File: config.mk
export PLATFORM = sky130hd
export DESIGN_NAME = mem_access_stage_flat
export DESIGN_NICKNAME = d
export VERILOG_FILES = /design/src/rtl/mem_access_stage_if.sv /design/src/rtl/mem_access_stage.sv /design/src/flat_wrapper.sv
export SDC_FILE = /design/constraint.sdc
export NUM_CORES = 1
export LEC_CHECK = 0
export ABC_AREA = 1
export CAP_MARGIN = 5
export CELL_PAD_IN_SITES_DETAIL_PLACEMENT = 1
export CELL_PAD_IN_SITES_GLOBAL_PLACEMENT = 2
export CORE_ASPECT_RATIO = 0.6
export CORE_UTILIZATION = 25
export CTS_BUF_LIST = sky130_fd_sc_hd__clkbuf_4 sky130_fd_sc_hd__clkbuf_8 sky130_fd_sc_hd__clkbuf_16
export CTS_CLUSTER_SIZE = 14
export DETAILED_ROUTE_END_ITERATION = 10
export GPL_TIMING_DRIVEN = 0
export HOLD_SLACK_MARGIN = 0.05
export PLACE_DENSITY = 0.92
export SYNTH_ARGS = -nofsm -noshare
export SYNTH_HDL_FRONTEND = slang
export SYNTH_SLANG_ARGS = --single-unit
File: constraint.sdc
create_clock -name clk -period 3 [get_ports clk]
set_input_delay 0.45 -clock clk [delete_from_list [all_inputs] [get_ports clk]]
set_output_delay 0.45 -clock clk [all_outputs]
set_load 0.01 [all_outputs]
File: src/rtl/mem_access_stage_if.sv
// Data-memory port of the MEM stage: registered request side plus one-cycle ack/rdata return.
interface mem_access_stage_if;
    logic        req;
    logic        we;
    logic [31:0] addr;
    logic [31:0] wdata;
    logic [3:0]  be;
    logic        ack;
    logic [31:0] rdata;

    modport master (output req, we, addr, wdata, be, input ack, rdata);
    modport slave  (input req, we, addr, wdata, be, output ack, rdata);
endinterface

File: src/rtl/mem_access_stage.sv
// Pipeline MEM stage: issues aligned loads/stores to data memory, stalls upstream while waiting,
// extracts/extends load lanes and produces the MEM/WB payload; faults on misalignment or timeout.
module mem_access_stage #(
    parameter logic [7:0] TIMEOUT = 8'd64
) (
    input  logic                       clk,
    input  logic                       rst,
    input  logic                       ex_valid,
    input  logic [31:0]                ex_alu_result,
    input  logic [31:0]                ex_store_data,
    input  logic [4:0]                 ex_rd,
    input  logic                       ex_mem_read,
    input  logic                       ex_mem_write,
    input  logic                       ex_reg_write,
    input  logic [1:0]                 ex_size,
    input  logic                       ex_unsigned,
    mem_access_stage_if.master         dmem,
    output logic                       stall,
    output logic                       wb_valid,
    output logic                       wb_reg_write,
    output logic [4:0]                 wb_rd,
    output logic [31:0]                wb_data,
    output logic                       fault
);
    typedef enum logic [1:0] {IDLE, ACCESS, DONE} state_e;

    localparam logic [1:0] SZ_BYTE = 2'b00;
    localparam logic [1:0] SZ_HALF = 2'b01;
    localparam logic [1:0] SZ_WORD = 2'b10;

    state_e      state_q, state_d;
    logic [7:0]  cnt_q, cnt_d;
    logic        req_q, req_d, we_q, we_d;
    logic [31:0] addr_q, addr_d, wdata_q, wdata_d;
    logic [3:0]  be_q, be_d;
    logic [1:0]  lane_q, lane_d, size_q, size_d;
    logic        uns_q, uns_d, regw_q, regw_d;
    logic [4:0]  rd_q, rd_d;
    logic        wb_valid_q, wb_valid_d, wb_regw_q, wb_regw_d, fault_q, fault_d;
    logic [4:0]  wb_rd_q, wb_rd_d;
    logic [31:0] wb_data_q, wb_data_d;
    // Set on timeout abort: the aborted instruction is still on the EX/MEM inputs for one more cycle.
    logic        drop_q, drop_d;

    logic        is_mem_c, legal_c, start_c;
    logic [31:0] lane_data_c, load_ext_c;

    // Request classification of the instruction currently in EX/MEM
    always_comb begin
        is_mem_c = ex_mem_read || ex_mem_write;
        legal_c  = 1'b1;
        unique case (ex_size)
            SZ_BYTE: legal_c = 1'b1;
            SZ_HALF: legal_c = ~ex_alu_result[0];
            SZ_WORD: legal_c = (ex_alu_result[1:0] == 2'b00);
            default: legal_c = 1'b0;
        endcase
        start_c = rst && (state_q == IDLE) && !drop_q && ex_valid && is_mem_c && legal_c;
    end

    // Load lane extraction and sign/zero extension
    always_comb begin
        lane_data_c = dmem.rdata >> {lane_q, 3'b000};
        unique case (size_q)
            SZ_BYTE: load_ext_c = uns_q ? {24'h0, lane_data_c[7:0]}
                                        : {{24{lane_data_c[7]}}, lane_data_c[7:0]};
            SZ_HALF: load_ext_c = uns_q ? {16'h0, lane_data_c[15:0]}
                                        : {{16{lane_data_c[15]}}, lane_data_c[15:0]};
            default: load_ext_c = dmem.rdata;
        endcase
    end

    // Next-state and registered-output logic
    always_comb begin
        state_d    = state_q;
        cnt_d      = cnt_q;
        req_d      = req_q;
        we_d       = we_q;
        addr_d     = addr_q;
        wdata_d    = wdata_q;
        be_d       = be_q;
        lane_d     = lane_q;
        size_d     = size_q;
        uns_d      = uns_q;
        regw_d     = regw_q;
        rd_d       = rd_q;
        wb_valid_d = 1'b0;
        wb_regw_d  = 1'b0;
        wb_rd_d    = wb_rd_q;
        wb_data_d  = wb_data_q;
        fault_d    = 1'b0;
        drop_d     = 1'b0;

        unique case (state_q)
            IDLE: begin
                if (ex_valid && !drop_q) begin
                    if (!is_mem_c) begin
                        wb_valid_d = 1'b1;
                        wb_regw_d  = ex_reg_write;
                        wb_rd_d    = ex_rd;
                        wb_data_d  = ex_alu_result;
                    end else if (!legal_c) begin
                        wb_valid_d = 1'b1;
                        fault_d    = 1'b1;
                        wb_rd_d    = ex_rd;
                        wb_data_d  = 32'h0;
                    end else begin
                        state_d = ACCESS;
                        cnt_d   = 8'd0;
                        req_d   = 1'b1;
                        we_d    = ex_mem_write;
                        addr_d  = {ex_alu_result[31:2], 2'b00};
                        lane_d  = ex_alu_result[1:0];
                        size_d  = ex_size;
                        uns_d   = ex_unsigned;
                        regw_d  = ex_reg_write;
                        rd_d    = ex_rd;
                        unique case (ex_size)
                            SZ_BYTE: begin
                                be_d    = 4'b0001 << ex_alu_result[1:0];
                                wdata_d = {4{ex_store_data[7:0]}};
                            end
                            SZ_HALF: begin
                                be_d    = 4'b0011 << ex_alu_result[1:0];
                                wdata_d = {2{ex_store_data[15:0]}};
                            end
                            default: begin
                                be_d    = 4'b1111;
                                wdata_d = ex_store_data;
                            end
                        endcase
                    end
                end
            end
            ACCESS: begin
                if (dmem.ack) begin
                    state_d    = DONE;
                    req_d      = 1'b0;
                    we_d       = 1'b0;
                    wb_valid_d = 1'b1;
                    wb_regw_d  = regw_q && !we_q;
                    wb_rd_d    = rd_q;
                    wb_data_d  = we_q ? 32'h0 : load_ext_c;
                end else if (cnt_q == TIMEOUT - 8'd1) begin
                    state_d    = IDLE;
                    req_d      = 1'b0;
                    we_d       = 1'b0;
                    wb_valid_d = 1'b1;
                    fault_d    = 1'b1;
                    wb_rd_d    = rd_q;
                    wb_data_d  = 32'h0;
                    drop_d     = 1'b1;
                end else begin
                    cnt_d = cnt_q + 8'd1;
                end
            end
            DONE:    state_d = IDLE;
            default: state_d = IDLE;
        endcase
    end

    always_ff @(posedge clk) begin
        if (!rst) begin
            state_q    <= IDLE;
            cnt_q      <= 8'd0;
            req_q      <= 1'b0;
            we_q       <= 1'b0;
            addr_q     <= 32'h0;
            wdata_q    <= 32'h0;
            be_q       <= 4'h0;
            lane_q     <= 2'b00;
            size_q     <= 2'b00;
            uns_q      <= 1'b0;
            regw_q     <= 1'b0;
            rd_q       <= 5'd0;
            wb_valid_q <= 1'b0;
            wb_regw_q  <= 1'b0;
            wb_rd_q    <= 5'd0;
            wb_data_q  <= 32'h0;
            fault_q    <= 1'b0;
            drop_q     <= 1'b0;
        end else begin
            state_q    <= state_d;
            cnt_q      <= cnt_d;
            req_q      <= req_d;
            we_q       <= we_d;
            addr_q     <= addr_d;
            wdata_q    <= wdata_d;
            be_q       <= be_d;
            lane_q     <= lane_d;
            size_q     <= size_d;
            uns_q      <= uns_d;
            regw_q     <= regw_d;
            rd_q       <= rd_d;
            wb_valid_q <= wb_valid_d;
            wb_regw_q  <= wb_regw_d;
            wb_rd_q    <= wb_rd_d;
            wb_data_q  <= wb_data_d;
            fault_q    <= fault_d;
            drop_q     <= drop_d;
        end
    end

    // Stall covers the entry cycle combinationally, then every ACCESS cycle
    assign stall        = start_c || (rst && state_q == ACCESS);
    assign dmem.req     = req_q;
    assign dmem.we      = we_q;
    assign dmem.addr    = addr_q;
    assign dmem.wdata   = wdata_q;
    assign dmem.be      = be_q;
    assign wb_valid     = wb_valid_q;
    assign wb_reg_write = wb_regw_q;
    assign wb_rd        = wb_rd_q;
    assign wb_data      = wb_data_q;
    assign fault        = fault_q;
endmodule

File: src/flat_wrapper.sv
// flat-port wrapper written by rule: the top's interface ports become plain ports
module mem_access_stage_flat 
#(
    parameter logic [7:0] TIMEOUT = 8'd64
)
  (clk, rst, ex_valid, ex_alu_result, ex_store_data, ex_rd, ex_mem_read, ex_mem_write, ex_reg_write, ex_size, ex_unsigned, stall, wb_valid, wb_reg_write, wb_rd, wb_data, fault, dmem_req, dmem_we, dmem_addr, dmem_wdata, dmem_be, dmem_ack, dmem_rdata);
  mem_access_stage_if dmem_i ();
  input  logic clk;
  input  logic rst;
  input  logic ex_valid;
  input  logic [31:0] ex_alu_result;
  input  logic [31:0] ex_store_data;
  input  logic [4:0] ex_rd;
  input  logic ex_mem_read;
  input  logic ex_mem_write;
  input  logic ex_reg_write;
  input  logic [1:0] ex_size;
  input  logic ex_unsigned;
  output logic stall;
  output logic wb_valid;
  output logic wb_reg_write;
  output logic [4:0] wb_rd;
  output logic [31:0] wb_data;
  output logic fault;
  output wire logic [$bits(dmem_i.req)-1:0] dmem_req;
  output wire logic [$bits(dmem_i.we)-1:0] dmem_we;
  output wire logic [$bits(dmem_i.addr)-1:0] dmem_addr;
  output wire logic [$bits(dmem_i.wdata)-1:0] dmem_wdata;
  output wire logic [$bits(dmem_i.be)-1:0] dmem_be;
  input wire logic [$bits(dmem_i.ack)-1:0] dmem_ack;
  input wire logic [$bits(dmem_i.rdata)-1:0] dmem_rdata;
  assign dmem_req = dmem_i.req;
  assign dmem_we = dmem_i.we;
  assign dmem_addr = dmem_i.addr;
  assign dmem_wdata = dmem_i.wdata;
  assign dmem_be = dmem_i.be;
  assign dmem_i.ack = dmem_ack;
  assign dmem_i.rdata = dmem_rdata;
  mem_access_stage #(.TIMEOUT(TIMEOUT)) u_core (.clk(clk), .rst(rst), .ex_valid(ex_valid), .ex_alu_result(ex_alu_result), .ex_store_data(ex_store_data), .ex_rd(ex_rd), .ex_mem_read(ex_mem_read), .ex_mem_write(ex_mem_write), .ex_reg_write(ex_reg_write), .ex_size(ex_size), .ex_unsigned(ex_unsigned), .dmem(dmem_i), .stall(stall), .wb_valid(wb_valid), .wb_reg_write(wb_reg_write), .wb_rd(wb_rd), .wb_data(wb_data), .fault(fault));
endmodule
==> metrics, run 1 <==
maximum VDD drop 0.3646 mV; Crit Path Class primary input to output pin; R2R Path End u_core.wb_data[19]$_SDFFE_PN0P_; critical path fanouts, max 19; remaining global-route overflow 0; Post-synth top cells nand2_1 (236), a21oi_1 (143), dfxtp_1 (130); final hold slack 0.4742 ns; R2R depth 10; clock buffer count from CTS 17; Static Leak 4.104 nW; critical path's slowest cell clkdlybuf4s50_1; Final ANT Viol Nets 0; Die ar. 26480 µm²; Final period util 0.9596; count of different cell masters after synthesis 34; cell depth of the worst hold path 2; kind of cell adding the most delay to the critical path buffers and inverters; Synth area leader dfxtp_1; status finished clean; first-pass GRT wire length 45380 µm; WHS Endpoint u_core.dmem.wdata[22]$_SDFFE_PN0P_; Core ar. 25340 µm²; ys async rst share 0; fmax 0.3474 GHz; Critical Path Source ex_alu_result[0]; Layout Nets 1325; HP Start u_core.dmem.wdata[22]$_SDFFE_PN0P_; Ys Warns 0; largest net degree at the start of global routing 20; Worst slew margin 0.5630; Clk Latency, worst-skew pair 0.43 ns; Vias/cell 4.784; Max Cap Violations 0; Clk pin slew, worst setup/hold paths 0.05 ns; Final min period 2.879 ns; critical-path cell list clkdlybuf4s50_1 -> inv_2 -> o21ai_2 -> nand2_1 -> nand2_2 -> buf_4 -> a21oi_1 -> clkdlybuf4s50_1; Slew @ Worst Pin 0.6531 ns; pins over their slew limit 0; worst min path class flip-flop to flip-flop; number of flops mapped to enable cells by yosys 0; Ports 222; hpwl dp 23240 µm; Initial DRT Pass Iterations 5; kind of start point of the critical path primary input; Pwr Density 554.2 nW/µm²; Routed wire per std cell 19.05 µm; most frequent cell after synthesis nand2_1; Hold Vio Cnt, Final 0; Area Growth Syn to Fin 50.35%; Bufs and invs on worst path 4; # DRC 0; reg2reg start u_core.cnt_q[0]$_SDFFE_PN0P_; setup total negative slack 0 ns; initial antenna violation count 0; Most Frequent Cell on Critical Path clkdlybuf4s50_1; CTS tree done; clock buffer depth 2; CTS sink cnt 130; DRT iter0 DRCs 443; Routed WL 29650 µm; Setup Fix Bufs, Post-CTS 0; Initial Util 0.2547; ys flop type dfxtp_1; Setup crit end kind output pin; routability cong. 0.8983; Vias 7444; CP Data Required Time 2.55 ns; crit path DAT 2.43 ns; clk root buf clkbuf_16; R2R Setup Slk 0.78 ns; Clock Skew 0.01384 ns; PortBufs 219; final setup vio count 0; Syn Inst Count 975; layout cells sized above 1 0.07586; H-tree depth 4; Die Wd 209.4 µm; vias in the first global route 7562; Synth top area share 0.4033; sequential share of the synthesized area 0.4033; Yosys reg bits 130; num rows 45; RSZ-0062 raised after global routing no; Hold-fix buffers, CTS 0; Post-Syn Area 6454 µm²; slowest stage delay, CP 0.61 ns; total track usage 0.2278; die height 126.5 µm; synth top area cells dfxtp_1 (40%), nand2_1 (14%), a21oi_1 (11%), o21ai_0 (7.2%), nor2_1 (7.1%); syn_area_per_cell 6.619 µm²
==> cells by family (layout without fill, tap and decap cells) <==
| logic type | Yosys count | in the layout | synth area share |
|---|---|---|---|
| buf+inv | 146 | 396 | 0.09655 |
| compound gates | 251 | 251 | 0.2016 |
| other cells | 1 | 3 | 0.0005811 |
| fa+ha+maj | 1 | 1 | 0.001938 |
| xor+xnor | 1 | 1 | 0.001357 |
| simple gates | 445 | 445 | 0.2947 |
| flops | 130 | 130 | 0.4033 |
==> worst reg2reg max path, stage by stage, from the launching register on <==
cell	delay (ns)
dfxtp_1	0.38
ha_1	0.24
inv_1	0.07
nor2_2	0.15
nand3_1	0.11
nand2_1	0.08
nand2_1	0.16
buf_2	0.24
buf_2	0.20
a21oi_1	0.36
a21oi_1	0.12
==> stage by stage <==
step / area, µm² / util / instances / worst slack, ns / power [mW]
after floorplan: 6457 / - / 976 / 1.167 / 2.476
after global placement: 9061 / 0.3576 / 1524 / -0.09552 / 3.085
after detailed placement: 9061 / 0.3576 / 1524 / -0.1082 / 3.106
after CTS: 9697 / 0.3827 / 1555 / 0.06785 / 5.431
after global routing: 9701 / 0.3829 / 1555 / 0.01473 / 5.623
final: 9703 / 0.3830 / 1556 / 0.1211 / 5.378
==> metal layers <==
metal	GRT usage	wire, µm
met5	0	0
met4	0.04715	267
met3	0.07873	2672
met2	0.3186	11550
met1	0.3319	15150
==> state kept, by name, summed over array words and instances, names as in the netlist <==
register and flops:
u_core.rd_q 5, u_core.wb_rd 5, u_core.regw_q 1, u_core.dmem.be 4
u_core.dmem.addr 30, u_core.cnt_q 8, u_core.size_q 2, u_core.wb_reg_write 1
u_core.dmem.we 1, u_core.dmem.req 1, u_core.uns_q 1, u_core.dmem.wdata 32
u_core.fault 1, u_core.drop_q 1, u_core.lane_q 2, u_core.wb_valid 1
u_core.state_q 2, u_core.wb_data 32
==> cell usage in the layout, fill, tap and decap left out, types with 3 or more instances in the layout <==
| cell type | n |
|---|---|
| o21ai_0 | 93 |
| bufinv_16 | 4 |
| buf_2 | 26 |
| a211oi_2 | 3 |
| buf_4 | 5 |
| clkinvlp_4 | 4 |
| inv_1 | 71 |
| dfxtp_1 | 130 |
| nor2_1 | 121 |
| nand2_2 | 3 |
| nor2_2 | 4 |
| nand3b_1 | 28 |
| nor3_1 | 5 |
| clkbuf_16 | 17 |
| nand3_1 | 39 |
| nand4_1 | 3 |
| clkdlybuf4s50_1 | 218 |
| nand2_1 | 236 |
| inv_2 | 9 |
| o21ai_1 | 6 |
| a21oi_1 | 143 |
| clkbuf_1 | 27 |
| buf_6 | 3 |
==> report_power, final <==
part | internal, mW | switching (mW)
clock network | 1.45 | 0.852
registers | 1.85 | 0.0745
logic | 0.519 | 0.629
==> area by class of cell <==
type                    instances  area (µm²)
well taps                     329       411.6
multi-input cells             700        3234
plain buffers                  62       306.5
repair buffers                219        2191
clock buffers                  20       460.4
fillers                      3129       15630
clock inverters                12       178.9
flip-flops and latches        130        2603
inverters                      83       315.3
diodes                          1       2.502
==> how the worst max path moves through the flow <==
stage / end / slack, ns / cells past startpoint
detailed placement: stall / -0.11 / 9
floorplan: stall / 1.17 / 8
finish: stall / 0.12 / 8
global route: stall / 0.01 / 8
CTS: stall / 0.07 / 5
global placement: stall / -0.1 / 9
==> timing repair <==
item	in CTS	in global routing
resized for setup	2	1
hold endpoints to repair	0	0
endpoints found under the setup margin	1	1
gates cloned	0	0
No activity file was read; power rests on OpenSTA's default activity.
==> run 2: changes to the inputs <==
Settings changed: CORE_UTILIZATION 25 to 24, PLACE_DENSITY 0.92 to 0.89.
Clock period 3 ns to 2.8 ns, I/O delays scaled along.
==> run 2 against run 1 <==
  * Core utilization shrank 1.5 points
  * Worst setup slack lost 0.011 ns
  * Via count shrank 0.38%
  * Sequential power grew 7%
  * Power grew 5.6%
  * Flip-flop and latch count is the same
  * Cell area grew 0.23%
  * Global-route usage shrank 0.90 points
  * Die area grew 4.1%
  * Non-clock buffer count grew 1
  * Sequential share of layout area shrank 0.062 points
  * Critical path type unchanged
==> metrics, run 2 (synthesized netlist as in run 1, its figures left out) <==
status finished clean; H-tree depth 4 (unchanged); Routed wire per std cell 18.96 µm (-0.47%); worst min path class flip-flop to flip-flop; CP Data Required Time 2.38 ns (-0.17 ns); Max Cap Violations 0 (unchanged); Final period util 0.9607; fmax 0.3717 GHz; hpwl dp 23530 µm (+1.2%); most common cell after layout, fill and taps aside nand2_1; multi-input combinational cell area 3239 µm² (+0.15%); clock buffer count from CTS 17 (unchanged); antenna cells 0 (-1); Layout fillers 3304 (+5.6%); first-pass GRT wire length 44700 µm (-1.5%); Final min period 2.690 ns; Clk Latency, worst-skew pair 0.43 ns (about the same); clock buffer depth 2 (unchanged); most frequent cells in the layout nand2_1 (236), clkdlybuf4s50_1 (217), a21oi_1 (143); total power 5.678 mW (+5.6%); final setup vio count 0 (unchanged); Layout Nets 1326 (+0.075%); Place WS -0.2914 ns (-0.1832 ns); CTS tree done; Setup WS post-layout 0.1100 ns (-0.01116 ns); Sequential Area 2603 µm² (unchanged); Final ANT Viol Nets 0 (unchanged); Vias 7416 (-0.38%); Ports 222 (unchanged); maximum VDD drop 0.3523 mV (-3.4%); num rows 46 (+2.2%); layout cells sized above 1 0.07824 (+0.002383); CTS sink cnt 130 (unchanged); Hold Vio Cnt, Final 0 (unchanged); Die Wd 213.7 µm (+2.0%); fin util 0.3681 (-0.01482); largest net degree at the start of global routing 20 (unchanged); # DRC 0 (unchanged); pins over their slew limit 0 (unchanged); Worst slew margin 0.5472 (-0.01577); routability cong. 0.9034 (+0.57%); Static Leak 4.114 nW (+0.26%); vias in the first global route 7377 (-2.4%); DRT iter0 DRCs 384 (-13%); Area Growth Syn to Fin 50.70%; Core ar. 26420 µm² (+4.3%); critical path fanouts, max 19 (unchanged); Clk pin slew, worst setup/hold paths 0.07 ns (+0.02 ns); Vias/cell 4.673 (-2.3%); Clock Skew 0.01148 ns (-0.002357 ns); kind of start point of the critical path primary input; remaining global-route overflow 0 (unchanged); die height 129.0 µm (+2.0%); crit path DAT 2.27 ns (-0.16 ns); Crit Path Class primary input to output pin; Routed WL 30090 µm (+1.5%); Setup crit end kind output pin; Initial DRT Pass Iterations 4 (-1); Die ar. 27570 µm² (+4.1%); Slew @ Worst Pin 0.6792 ns (+0.02607 ns); Pwr Density 583.8 nW/µm² (+5.3%); clk root buf clkbuf_16; total track usage 0.2189 (-0.008978); initial antenna violation count 0 (unchanged); Initial Util 0.2443 (-0.01042); PortBufs 219 (unchanged)
==> run 2: cell count changes in the layout (fill, tap and decap cells not counted), sizes merged <==
cell	change
clkdlybuf4s50	-1
bufinv	-1
clkinvlp	-2
dlymetal6s2s	+1
clkinv	+3
diode	-1
buf	+1
==> run 2: where the power goes <==
group	leakage (nW)	switching [mW]	internal [mW]	total, mW
combinational	2.75	0.675	0.558	1.23
sequential	1.07	0.0772	1.99	2.06
clock	0.298	0.933	1.45	2.38
==> run 2: layout make-up <==
class | count | share of cell area
clock inverters | 12 | 0.01595
plain buffers | 62 | 0.03191
repair buffers | 220 | 0.2263
multi-input cells | 700 | 0.3331
flip-flops and latches | 130 | 0.2676
well taps | 360 | 0.04631
clock buffers | 20 | 0.04670
inverters | 83 | 0.03216
==> run 2: critical path, stage by stage <==
cell             delay (ns)
clkdlybuf4s50_1        0.45
inv_1                  0.05
nor2_1                 0.09
nand2_1                0.08
nor2_2                 0.13
nand2_2                0.13
buf_6                  0.20
a21oi_1                0.14
clkdlybuf4s50_1        0.55
==> run 2: what timing repair did <==
| action | CTS | global route |
|---|---|---|
| pin swaps | 0 | 1 |
| buffers inserted | 0 | 1 |
| setup endpoints to repair | 1 | 1 |
| hold buffers | 0 | 0 |
| gates resized for setup | 4 | 3 |
==> run 2: worst paths after layout <==
kind | depth (start not counted) | to | slack (ns) | startpoint
max | 9 | stall | 0.11 | ex_valid
min | 2 | u_core.dmem.wdata[19]$_SDFFE_PN0P_ | 0.47 | u_core.dmem.wdata[19]$_SDFFE_PN0P_
max reg2reg | 10 | u_core.wb_data[20]$_SDFFE_PN0P_ | 0.65 | u_core.cnt_q[0]$_SDFFE_PN0P_
min reg2reg | 2 | u_core.dmem.wdata[19]$_SDFFE_PN0P_ | 0.47 | u_core.dmem.wdata[19]$_SDFFE_PN0P_
==> run 2: per-layer routing <==
layer,wire length (µm),up-vias,global-route usage
met5,0,-,0
met4,111,0,0.02269
met3,2452,12,0.07295
met2,12050,223,0.3147
met1,15480,3552,0.3223
li1,-,3629,-
==> run 2: metrics by stage <==
| stage | hold slack [ns] | instance area (µm²) | cells | setup TNS [ns] |
|---|---|---|---|---|
| after global routing | 0.5011 | 9726 | 1587 | -0.001629 |
| after global placement | 0.4523 | 9100 | 1555 | -0.2901 |
| after CTS | 0.4688 | 9711 | 1586 | 0 |
| after floorplan | 0.4475 | 6457 | 976 | 0 |
| final | 0.4670 | 9726 | 1587 | 0 |
| after detailed placement | 0.4586 | 9100 | 1555 | -0.2914 |
==> run 3: changes to the inputs <==
Settings changed: SKIP_LAST_GASP from default to 1.
==> results of run 3 <==
Final layout, timing and power as in run 2 (identical DEF).
